<file path="src/rtl/rf_pkg.sv">
// Shared types for the register-file writeback arbiter and its result buffer.
package rf_pkg;
  localparam int XLEN   = 32;
  localparam int REG_AW = 5;

  typedef struct packed {
    logic              valid;
    logic [REG_AW-1:0] rd;
    logic [XLEN-1:0]   wd;
  } wb_entry_t;
endpackage

</file>
<file path="src/rtl/wb_fifo.sv">
// Ordered buffer of long-latency results with per-entry invalidate and rd compare.
// Survivors are re-packed behind the head every cycle, so the buffer never holds holes.
module wb_fifo
  import rf_pkg::*;
#(
  parameter int DEPTH = 2
) (
  input  logic                     clk,
  input  logic                     reset_n,
  input  logic                     enq,
  input  logic [REG_AW-1:0]        enq_rd,
  input  logic [XLEN-1:0]          enq_wd,
  input  logic                     deq,
  input  logic                     inval,
  input  logic [REG_AW-1:0]        inval_rd,
  input  logic [REG_AW-1:0]        cmp_a1,
  input  logic [REG_AW-1:0]        cmp_a2,
  output wb_entry_t                head,
  output logic [$clog2(DEPTH):0]   cnt,
  output logic [DEPTH-1:0]         hit_a1,
  output logic [DEPTH-1:0]         hit_a2
);
  localparam int PW = $clog2(DEPTH);
  typedef logic [PW-1:0] ptr_t;
  typedef logic [PW:0]   cnt_t;

  wb_entry_t        mem     [DEPTH];
  wb_entry_t        mem_nxt [DEPTH];
  ptr_t             head_q;
  ptr_t             head_nxt;
  cnt_t             cnt_q;
  cnt_t             cnt_nxt;
  logic [DEPTH-1:0] kill;

  assign head = mem[head_q];
  assign cnt  = cnt_q;

  always_comb begin
    kill   = '0;
    hit_a1 = '0;
    hit_a2 = '0;
    for (int i = 0; i < DEPTH; i++) begin
      kill[i]   = inval && mem[i].valid && (mem[i].rd == inval_rd);
      hit_a1[i] = mem[i].valid && (mem[i].rd == cmp_a1);
      hit_a2[i] = mem[i].valid && (mem[i].rd == cmp_a2);
    end
  end

  // Walk entries oldest-first from the head and copy the survivors contiguously
  // behind the new head; the new result lands right after the last survivor.
  always_comb begin
    cnt_t kept;
    ptr_t slot;
    kept     = '0;
    slot     = '0;
    head_nxt = head_q + ptr_t'(deq);
    for (int i = 0; i < DEPTH; i++) mem_nxt[i] = '0;
    for (int j = 0; j < DEPTH; j++) begin
      slot = head_q + ptr_t'(j);
      if ((cnt_t'(j) < cnt_q) && !(deq && (j == 0)) && !kill[slot]) begin
        mem_nxt[head_nxt + kept[PW-1:0]] = mem[slot];
        kept = kept + 1'b1;
      end
    end
    if (enq) mem_nxt[head_nxt + kept[PW-1:0]] = '{valid: 1'b1, rd: enq_rd, wd: enq_wd};
    cnt_nxt = kept + cnt_t'(enq);
  end

  always_ff @(posedge clk) begin
    if (!reset_n) begin
      head_q <= '0;
      cnt_q  <= '0;
      for (int i = 0; i < DEPTH; i++) mem[i] <= '0;
    end else begin
      head_q <= head_nxt;
      cnt_q  <= cnt_nxt;
      for (int i = 0; i < DEPTH; i++) mem[i] <= mem_nxt[i];
    end
  end
endmodule

</file>
<file path="src/rtl/rf_wb_arbiter.sv">
// Shares the register-file write port between the pipeline (absolute priority)
// and buffered long-latency results; flags decode sources that hit the buffer.
module rf_wb_arbiter
  import rf_pkg::*;
#(
  parameter int DEPTH = 2
) (
  input  logic                   clk,
  input  logic                   reset_n,
  input  logic                   pipe_we,
  input  logic [REG_AW-1:0]      pipe_rd,
  input  logic [XLEN-1:0]        pipe_wd,
  input  logic                   lu_valid,
  input  logic [REG_AW-1:0]      lu_rd,
  input  logic [XLEN-1:0]        lu_wd,
  output logic                   lu_ready,
  output logic                   rf_we3,
  output logic [REG_AW-1:0]      rf_a3,
  output logic [XLEN-1:0]        rf_wd3,
  input  logic [REG_AW-1:0]      a1,
  input  logic [REG_AW-1:0]      a2,
  output logic                   hz_stall,
  output logic [$clog2(DEPTH):0] pend_cnt
);
  localparam int CW = $clog2(DEPTH) + 1;
  localparam logic [CW-1:0] FULL = CW'(DEPTH);

  wb_entry_t        head;
  logic [CW-1:0]    cnt;
  logic [DEPTH-1:0] hit_a1;
  logic [DEPTH-1:0] hit_a2;
  logic             enq;
  logic             deq;
  logic             inval;

  // LU handshake: a result transfers on a posedge with lu_valid && lu_ready;
  // lu_ready depends only on the registered count, and rd=0 results are dropped.
  assign lu_ready = reset_n && (cnt < FULL);
  assign enq      = lu_valid && lu_ready && (lu_rd != '0);
  assign deq      = reset_n && !pipe_we && head.valid;
  assign inval    = reset_n && pipe_we && (pipe_rd != '0);
  assign hz_stall = reset_n && (((a1 != '0) && (|hit_a1)) || ((a2 != '0) && (|hit_a2)));
  assign pend_cnt = reset_n ? cnt : '0;

  always_comb begin
    rf_we3 = 1'b0;
    rf_a3  = '0;
    rf_wd3 = '0;
    if (reset_n) begin
      if (pipe_we) begin
        rf_we3 = (pipe_rd != '0);
        rf_a3  = pipe_rd;
        rf_wd3 = pipe_wd;
      end else if (head.valid) begin
        rf_we3 = 1'b1;
        rf_a3  = head.rd;
        rf_wd3 = head.wd;
      end
    end
  end

  wb_fifo #(.DEPTH(DEPTH)) u_fifo (
    .clk      (clk),
    .reset_n  (reset_n),
    .enq      (enq),
    .enq_rd   (lu_rd),
    .enq_wd   (lu_wd),
    .deq      (deq),
    .inval    (inval),
    .inval_rd (pipe_rd),
    .cmp_a1   (a1),
    .cmp_a2   (a2),
    .head     (head),
    .cnt      (cnt),
    .hit_a1   (hit_a1),
    .hit_a2   (hit_a2)
  );
endmodule

</file>
<file path="config.mk">
export PLATFORM = sky130hd
export DESIGN_NAME = rf_wb_arbiter
export DESIGN_NICKNAME = d
export VERILOG_FILES = /design/src/rtl/rf_pkg.sv /design/src/rtl/wb_fifo.sv /design/src/rtl/rf_wb_arbiter.sv
export SDC_FILE = /design/constraint.sdc
export NUM_CORES = 1
export LEC_CHECK = 0
export BUFFER_PORTS_ARGS = -buffer_cell sky130_fd_sc_hd__buf_2
export CAP_MARGIN = 25
export CORE_MARGIN = 2
export CORE_UTILIZATION = 56
export CTS_BUF_LIST = sky130_fd_sc_hd__clkbuf_2
export CTS_CLUSTER_DIAMETER = 40
export DETAILED_ROUTE_END_ITERATION = 16
export GPL_TIMING_DRIVEN = 1
export PLACE_DENSITY_LB_ADDON = 0.1
export SLEW_MARGIN = 20
export SYNTH_ARGS = -nofsm -noshare
export SYNTH_HDL_FRONTEND = slang
export SYNTH_SLANG_ARGS = --single-unit
</file>
<file path="constraint.sdc">
create_clock -name clk -period 4.7 [get_ports clk]
set_input_delay 0.705 -clock clk [delete_from_list [all_inputs] [get_ports clk]]
set_output_delay 0.705 -clock clk [all_outputs]
set_load 0.05 [all_outputs]
</file>
# Word level (Yosys, flattened, before mapping)
# Memories as Yosys holds them, arrays and structs flattened. A register that Yosys moved wholly into a read port is not among the register bits.
# Cells that the tools add are included.
# W data, S select, Z words.
# classes
addsub	6
reduce_logical	35
bitwise_logic	6
n_eq_ne	6
order_cmp	11
n_mux	32
# op_table
operator	n
$mux W76	3
$mux W38	5
$bwmux W76	2
$demux W38 S1	3
$mux W32	3
$and A76 B76 Y76	1
$eq A5 B5 Y1	6
$logic_and A1 B1 Y1	24
$reduce_bool A5 Y1	4
$mux W5	3
$mux W1	11
$ge A2 B2 Y1 const B	3
$lt A2 B1 Y1 const B	3
$not A1 Y2	3
$logic_not A1 Y1	4
$lt A1 B2 Y1 const A	2
$lt A1 B2 Y1 const B	2
$mux W2	2
$reduce_or A2 Y1	2
$add A1 B1 Y1	3
$add A1 B1 Y2 const B	1
$add A2 B1 Y2	1
$lt A2 B2 Y1 const B	1
$or A1 B1 Y1	2
2 further kinds	2
# word_totals
ramBits	76
memories	1
out_inout_bits	42
in_bits	88
ff_bits	3
# mem_list
name	words	word_bits	rd	rd_clocked_by_memory_dff	write_ports	line_no	source
u_fifo.mem	2	38	4	1	2	wb_fifo.sv:27	wb_entry_t mem [DEPTH];

# Depth between registers and ports, before layout
# Gate-level depths: netlist of run 1.
# depth
word_depth	20
ltp_mapped	14

# Cells and area by module
# Synthesis of run 1 repeated with hierarchy kept, for this count alone.
# hier_totals
cells_unflattened	590
hier_area_um2	5149.9
# modules_own_cells
module	n_inst	seq_area_each_um2	area_per_inst_um2	cells_per_inst
wb_fifo	1	1601.5	4680.7	527
rf_wb_arbiter	1	0.0	469.2	63

# Worst setup path before layout of run 1
# OpenSTA, ideal clock, no wires.
# synth_path
kind	input-to-reg
startpoint	in pipe_rd[0]
endpoint	mem u_fifo.mem[1][35] in the netlist's numbering
arrival_time_ps	3392
path_buffers	4
setup_time_ps	137
cell_stages	13
path_slack_ps	1171
required_time_ps	4563
path_cell_list	or4_4 > o21a_1 > a31oi_2 > buf_4 > buf_6 > o21a_1 > ha_1 > xnor3_1 > or2_1 > buf_2 > clkbuf_1 > o21ai_0 > a31oi_1
# synth_rtl
item	line_no	source
start: declaration	rf_wb_arbiter.sv:11	input logic [REG_AW-1:0] pipe_rd,
end: declaration	wb_fifo.sv:27	

==> impl_results.md, run 1 <==
- Outcome: finished clean
- Pin count of the biggest net entering global routing: 80
- Top flip-flop cell by instance count after synthesis: sky130_fd_sc_hd__dfxtp_1
- Per-instance average area after synthesis: 7.97 µm²
- Clock network latency to the later pin of the worst-skew pair: roughly 0.53 ns
- Data arrival time of the worst path: 3.92 ns
- Post-CTS clock slew at the launch and capture registers of the worst setup and hold paths: 0.24 ns
- Number of inserted filler cells in the final layout: 806
- Leakage dissipation: 0.00235 µW
- Cell types with the largest area share after synthesis: sky130_fd_sc_hd__dfxtp_1, sky130_fd_sc_hd__a22o_1, sky130_fd_sc_hd__a31oi_1, sky130_fd_sc_hd__mux2_2, sky130_fd_sc_hd__nand3_1
- Residual antenna-violating net count after detailed routing: 0
- H-Tree Depth: 3
- Fmax: 287 MHz
- Synth Cell Area: 5270 µm²
- Cell type with the highest aggregate area in the netlist: sky130_fd_sc_hd__dfxtp_1
- Cell type of the slowest stage on the worst timing path: sky130_fd_sc_hd__or4_4
- Clk root buf: sky130_fd_sc_hd__clkbuf_2
- Post-CTS Setup Repair Bufs: 0
- Register area share after synthesis: 30.4%
- Final setup skew: around 0.037 ns
- Vias/cell: around 6.6
- Quantity of hold-fixing buffers added after cts: 0
- Syn Inst Count: 661
- Total via count after detailed routing: 5,686
- Worst path required time: about 5 ns
- Highest cell delay on the worst timing path: 0.55 ns
- Longest Clk Path Bufs: 2
- Final Hold Fails: 0
- Final hold slack: about 0.47 ns
- Cell area power density: 277 nW/µm²
- Unique cell type count in the Yosys netlist: 41
- Post-synth ARST share: 0%
- Diodes inserted: 0
- Yosys warnings: 0
- Chip width: approximately 100 µm
- Maximum resistive drop on vdd: 0.175 mV
- Net count after synthesis: 751
- Max FO, Critical Path: 44
- Pins over their slew limit: 0
- Wire length of the first global-routing pass: 25.9 mm
- Kind of start point of the critical path: input pin
- Average routed wire per standard cell: 18.8 µm
- TritonCTS Buffers: 9
- Initial core utilization: 57.3%
- Cell chain of the critical path: buf_2, or4_4, o211a_4, nand3_1, o21ai_0, or3_1, inv_1, ha_1, xnor3_1, or2_2, buf_12, o21ai_0, a31oi_1
- Placement Rows: 35
- Class of the tightest hold or removal check: in2reg
- Estimated wirelength of the detail-placed design: 9.97 mm
- Layout Area Growth over Synthesis: 14.5%
- Most common cell in the synthesized netlist: sky130_fd_sc_hd__nand3_1
- Cell family with most CP delay: simple AND/OR/NAND/NOR gates
- Total grt overflow: 0
- Crit path time final: 3.49 ns
- Slew at the pin closest to its max-slew limit: 0.802 ns
- Commonest cells in the netlist: sky130_fd_sc_hd__nand3_1, sky130_fd_sc_hd__dfxtp_1, sky130_fd_sc_hd__nand2_1
- Weighted congestion reported at the end of routability-driven placement: 0.882
- RSZ-0062 raised after global routing: false
- CTS tree: built
- Top Ports: 130
- Stages on worst setup path: 13
- Final setup violation count: 0
- Port-buffer cells: 129
- Number of antenna violations at the first check in global routing: 0
- Number of nets at the end of the flow: ~840
- Number of detailed-route iterations in the first pass: 5
- Worst rel slew slack: 46.5%
- Via count of the first global-routing pass: around 5.2k
- Total Negative Setup Slacks: 0 ns
- Critical path start-end classification: in2reg
- Number of enable-type register cells in the synthesized netlist: 0
- Worst setup slack before clock tree synthesis: 0.692 ns
- Endpoint class of the critical path: register
- Library cell appearing most often on the critical path: sky130_fd_sc_hd__o21ai_0
- Overall Global Routing Usage: between 30% and 40%
- Placement Cell Area: 5900 µm²
- TritonCTS sink count: 80
- Area fraction of the dominant cell type after synthesis: around 30%
- Total of cells resized after clock tree synthesis: 0
- Overall die height: 101 µm
- Initial DRC Count: ~410
- Length in cells of the worst reg-to-reg path: 12
- Max-cap violations: 0
- Die outline area: between 10,000 and 15,000 µm²
- Post-route standard cell area excluding fillers: around 6000 µm²
- Post-detailed-route DRC marker count: 0
- Worst-case setup margin in the final layout: 1.21 ns
- CORE AREA: around 9200 µm²
- Buf/Inv on CP: 3
- Post-synthesis register bit count: 80
- Min-Delay Path Depth: 3
- Final worst-path cycle share: 74.3%
- Post-Route WL: 16.2 mm
- Share of final-layout standard cells stronger than drive strength 1: about 28%
[layer usage]
metal	routed length (µm)	GRT usage, %	vias to the layer above
met3	1390	4.02	25
met2	7610	51.3	301
met4	202	8.52	0
li1	-	-	2644
met1	7020	43.6	2716
met5	0	0	-
[through the flow]
step	util, %	std cells	power (µW)
finish	65.6	864	1670
global route	65.6	864	1740
CTS	65.6	864	1670
detailed placement	64.1	848	1260
global placement	64.1	848	1250
floorplan	-	661	1110
[sequential cells by signal, summed over array words and instances, names as in the netlist, named ones only]
name	flops
u_fifo.cnt	2
u_fifo.head_q	1
u_fifo.mem	76
[cell families (layout without fill, tap and decap cells)]
family	count (synthesis)	after routing	share of synthesized area, %
simple gates	195	195	17.6
fa+ha+maj	2	2	0.618
flops	80	80	30.4
compound gates	239	239	30.9
buf+inv	75	167	6.77
xor+xnor	32	32	5.58
mux	38	38	8.13
[cell type report]
type | instances | area, µm² | area share (%)
Tap cell | 111 | 139 | 2.30
Multi-Input combinational cell | 506 | 3340 | 55.3
Clock buffer | 9 | 45.0 | 0.747
Inverter | 4 | 15.0 | 0.249
Clock inverter | 7 | 86.3 | 1.43
Sequential cell | 80 | 1600 | 26.6
Timing Repair Buffer | 147 | 806 | 13.4
[power by group]
part	internal, µW	switching, µW
clock network	172	249
registers	723	33.2
logic	169	327
[cells in the final DEF, fill, tap and decap left out, types with 2 or more instances in the layout]
cell,n
sky130_fd_sc_hd__buf_2,129
sky130_fd_sc_hd__nand3_1,82
sky130_fd_sc_hd__nand2_1,80
sky130_fd_sc_hd__dfxtp_1,78
sky130_fd_sc_hd__o21ai_0,77
sky130_fd_sc_hd__a31oi_1,76
sky130_fd_sc_hd__a22o_1,75
sky130_fd_sc_hd__mux2_2,38
sky130_fd_sc_hd__xor2_1,21
sky130_fd_sc_hd__buf_4,16
sky130_fd_sc_hd__xnor2_1,10
sky130_fd_sc_hd__clkbuf_2,9
sky130_fd_sc_hd__nor2_1,8
sky130_fd_sc_hd__nor4_1,5
sky130_fd_sc_hd__or4_1,4
sky130_fd_sc_hd__and2_1,4
sky130_fd_sc_hd__and3_1,3
sky130_fd_sc_hd__inv_1,3
sky130_fd_sc_hd__or2_2,3
sky130_fd_sc_hd__o21a_1,2
sky130_fd_sc_hd__dfxtp_2,2
sky130_fd_sc_hd__clkinv_1,2
sky130_fd_sc_hd__clkinv_2,2
sky130_fd_sc_hd__bufinv_16,2
sky130_fd_sc_hd__buf_12,2
[tightest hold or removal path, delay by kind of cell]
| family | cells | cell delay (ns) |
|---|---|---|
| buf+inv | 1 | 0.08 |
| compound gates | 2 | 0.20 |
[worst paths after layout]
check / startpoint / to / slack (ns)
setup / recovery: pipe_rd[0] / u_fifo.mem[1][7]$_SDFF_PN0_ / 1.21
hold / removal: lu_wd[4] / u_fifo.mem[0][4]$_SDFF_PN0_ / 0.47
setup reg to reg: u_fifo.mem[0][37]$_SDFF_PN0_ / u_fifo.mem[1][7]$_SDFF_PN0_ / 1.23
hold reg to reg: u_fifo.mem[1][8]$_SDFF_PN0_ / u_fifo.mem[0][8]$_SDFF_PN0_ / 0.72
Power figures use the tool's default switching activity.
==> run 2: changes to the inputs <==
==> constraint.sdc (replaced) <==
create_clock -name clk -period 3.65 [get_ports clk]
set_input_delay 0.5475 -clock clk [delete_from_list [all_inputs] [get_ports clk]]
set_output_delay 0.5475 -clock clk [all_outputs]
set_load 0.05 [all_outputs]
==> impl_results.md, run 2 (synthesis results as in run 1) <==
- Commonest non-fill, non-tap cells in the layout: sky130_fd_sc_hd__buf_2, sky130_fd_sc_hd__nand3_1, sky130_fd_sc_hd__nand2_1 (unchanged)
- Fmax: 316 MHz
- Number of detailed-route iterations in the first pass: 5 (unchanged)
- Overall Global Routing Usage: 32.4% (was 31.3%)
- Critical path start-end classification: reg2reg (was in2reg)
- Placement Rows: 35 (unchanged)
- Wire length of the first global-routing pass: 26.6 mm (was 25.9 mm)
- Power spent charging and discharging nets: 794 µW (was 609 µW)
- Final hold slack: 0.287 ns (was 0.469 ns)
- Chip width: 101 µm (unchanged)
- Fraction of power spent switching nets: 38.8% (was 36.4%)
- Endpoint class of the critical path: register (unchanged)
- Diodes inserted: 0 (unchanged)
- Pin count of the biggest net entering global routing: 79 (was 80)
- Port-buffer cells: 129 (unchanged)
- # placed instances: 852 (was 848)
- Pins over their slew limit: 0 (unchanged)
- Average routed wire per standard cell: 18.9 µm (was 18.8 µm)
- Clk root buf: sky130_fd_sc_hd__clkbuf_2 (unchanged)
- Weighted congestion reported at the end of routability-driven placement: 0.878 (was 0.882)
- Die outline area: 10,200 µm² (unchanged)
- Flip-flop count of the largest register, all copies and words added: 76 (unchanged)
- Final setup violation count: 0 (unchanged)
- Post-CTS clock slew at the launch and capture registers of the worst setup and hold paths: 0.27 ns (was 0.24 ns)
- Post-detailed-route DRC marker count: 0 (unchanged)
- Initial core utilization: 57.3% (unchanged)
- Data arrival time of the worst path: 3.57 ns (was 3.92 ns)
- Estimated wirelength of the detail-placed design: 10.2 mm (was 9.97 mm)
- Vias/cell: 6.48 (was 6.58)
- RSZ-0062 raised after global routing: false (unchanged)
- Combinational power share: 31.8% (was 29.6%)
- CORE AREA: 9200 µm² (unchanged)
- Class of the tightest hold or removal check: in2reg (unchanged)
- Clock network latency to the later pin of the worst-skew pair: 0.55 ns (was 0.53 ns)
- Maximum resistive drop on vdd: 0.271 mV (was 0.175 mV)
- Cell area power density: 339 nW/µm² (was 277 nW/µm²)
- H-Tree Depth: 3 (unchanged)
- Via count of the first global-routing pass: 5,373 (was 5,226)
- Post-route insts no fill: 868 (was 864)
- Final setup skew: 0.0609 ns (was 0.0366 ns)
- Slew at the pin closest to its max-slew limit: 0.897 ns (was 0.802 ns)
- Worst reg2reg setup slack: 0.48 ns (was 1.23 ns)
- Total Negative Setup Slacks: 0 ns (unchanged)
- CTS tree: built (unchanged)
- Quantity of hold-fixing buffers added after cts: 0 (unchanged)
- Worst path required time: 4.06 ns (was 5.13 ns)
- Number of nets at the end of the flow: 842 (was 838)
- Residual antenna-violating net count after detailed routing: 0 (unchanged)
- Reg power frac: 47.4% (was 45.2%)
- Share of final-layout standard cells stronger than drive strength 1: 29.1% (was 28.4%)
- Kind of start point of the critical path: register (was input pin)
- TritonCTS Buffers: 9 (unchanged)
- Portion of total power attributed to the clock network: 20.8% (was 25.2%)
- Total via count after detailed routing: 5,625 (was 5,686)
- Worst rel slew slack: 39.9% (was 46.5%)
- Initial DRC Count: 321 (was 409)
- Leakage dissipation: 0.00236 µW (was 0.00235 µW)
- Post-CTS Setup Repair Bufs: 0 (unchanged)
- Final worst-path cycle share: about 87%
- Register with the highest flop count: u_fifo.mem (unchanged)
- Final Hold Fails: 0 (unchanged)
- Top Ports: 130 (unchanged)
- Longest Clk Path Bufs: 2 (unchanged)
- Max FO, Critical Path: 75 (was 44)
- Crit path time final: 3.17 ns
- Total of cells resized after clock tree synthesis: 0 (unchanged)
- Overall die height: 101 µm (unchanged)
- Total grt overflow: 0 (unchanged)
- Leading cell type in the layout, fill and taps excluded: sky130_fd_sc_hd__buf_2 (unchanged)
- Internal power summed over all cells: 1250 µW (was 1060 µW)
- Outcome: finished clean (unchanged)
- Number of antenna violations at the first check in global routing: 0 (unchanged)
- Post-Route WL: 16.4 mm (was 16.2 mm)
- TritonCTS sink count: 80 (unchanged)
- Max-cap violations: 0 (unchanged)
- Layout Area Growth over Synthesis: 14.6% (was 14.5%)
## run 2: final timing paths
path / start / endpoint / depth (start not counted)
hold / removal: lu_wd[13] / u_fifo.mem[1][13]$_SDFF_PN0_ / 3
setup reg to reg: u_fifo.mem[0][36]$_SDFF_PN0_ / u_fifo.mem[1][6]$_SDFF_PN0_ / 12
setup / recovery: u_fifo.mem[0][36]$_SDFF_PN0_ / u_fifo.mem[1][6]$_SDFF_PN0_ / 12
hold reg to reg: u_fifo.mem[1][25]$_SDFF_PN0_ / u_fifo.mem[0][25]$_SDFF_PN0_ / 3
## run 2: critical path, stage by stage, from the launching register on
cell and delay, ns:
sky130_fd_sc_hd__dfxtp_1 0.52, sky130_fd_sc_hd__xnor2_1 0.17, sky130_fd_sc_hd__nand4_1 0.10, sky130_fd_sc_hd__or4_1 0.46
sky130_fd_sc_hd__o21ai_0 0.15, sky130_fd_sc_hd__or3_1 0.15, sky130_fd_sc_hd__inv_1 0.05, sky130_fd_sc_hd__ha_1 0.29
sky130_fd_sc_hd__xnor3_1 0.37, sky130_fd_sc_hd__or2_2 0.32, sky130_fd_sc_hd__buf_12 0.20, sky130_fd_sc_hd__o21ai_0 0.20
sky130_fd_sc_hd__a31oi_1 0.06
## run 2: final cells by class
cell class              instances  area (µm²)
multi-input cells             506        3340
fillers                       825        3160
flip-flops and latches         80        1600
repair buffers                151         848
well taps                     111         139
clock buffers                  10        50.0
clock inverters                 6        43.8
inverters                       4        15.0
## run 2: per-layer routing
metal	track usage, %	vias up	wire length, µm
met2	52.8	244	7970
li1	-	2654	-
met1	44.8	2711	7050
met3	5.13	16	1240
met5	0	-	0
met4	8.52	0	145
## run 2: power by group through the flow
| stage | logic (µW) | registers, µW | clock network (µW) |
|---|---|---|---|
| floorplan | 457 | 975 | 0 |
| global placement | 631 | 984 | 0 |
| detailed placement | 640 | 987 | 0 |
| CTS | 643 | 969 | 429 |
| global route | 704 | 978 | 471 |
| finish | 651 | 970 | 425 |
## run 2: stage by stage
| step | total power [µW] | util, % | setup slack [ns] | instance area [µm²] |
|---|---|---|---|---|
| final | 2050 | 65.6 | 0.482 | 6040 |
| after CTS | 2040 | 65.6 | 0.511 | 6040 |
| after floorplan | 1430 | - | 0.279 | 5270 |
| after detailed placement | 1630 | 64.6 | 0.0212 | 5940 |
| after global routing | 2150 | 65.6 | 0.224 | 6040 |
| after global placement | 1610 | 64.6 | 0.104 | 5940 |
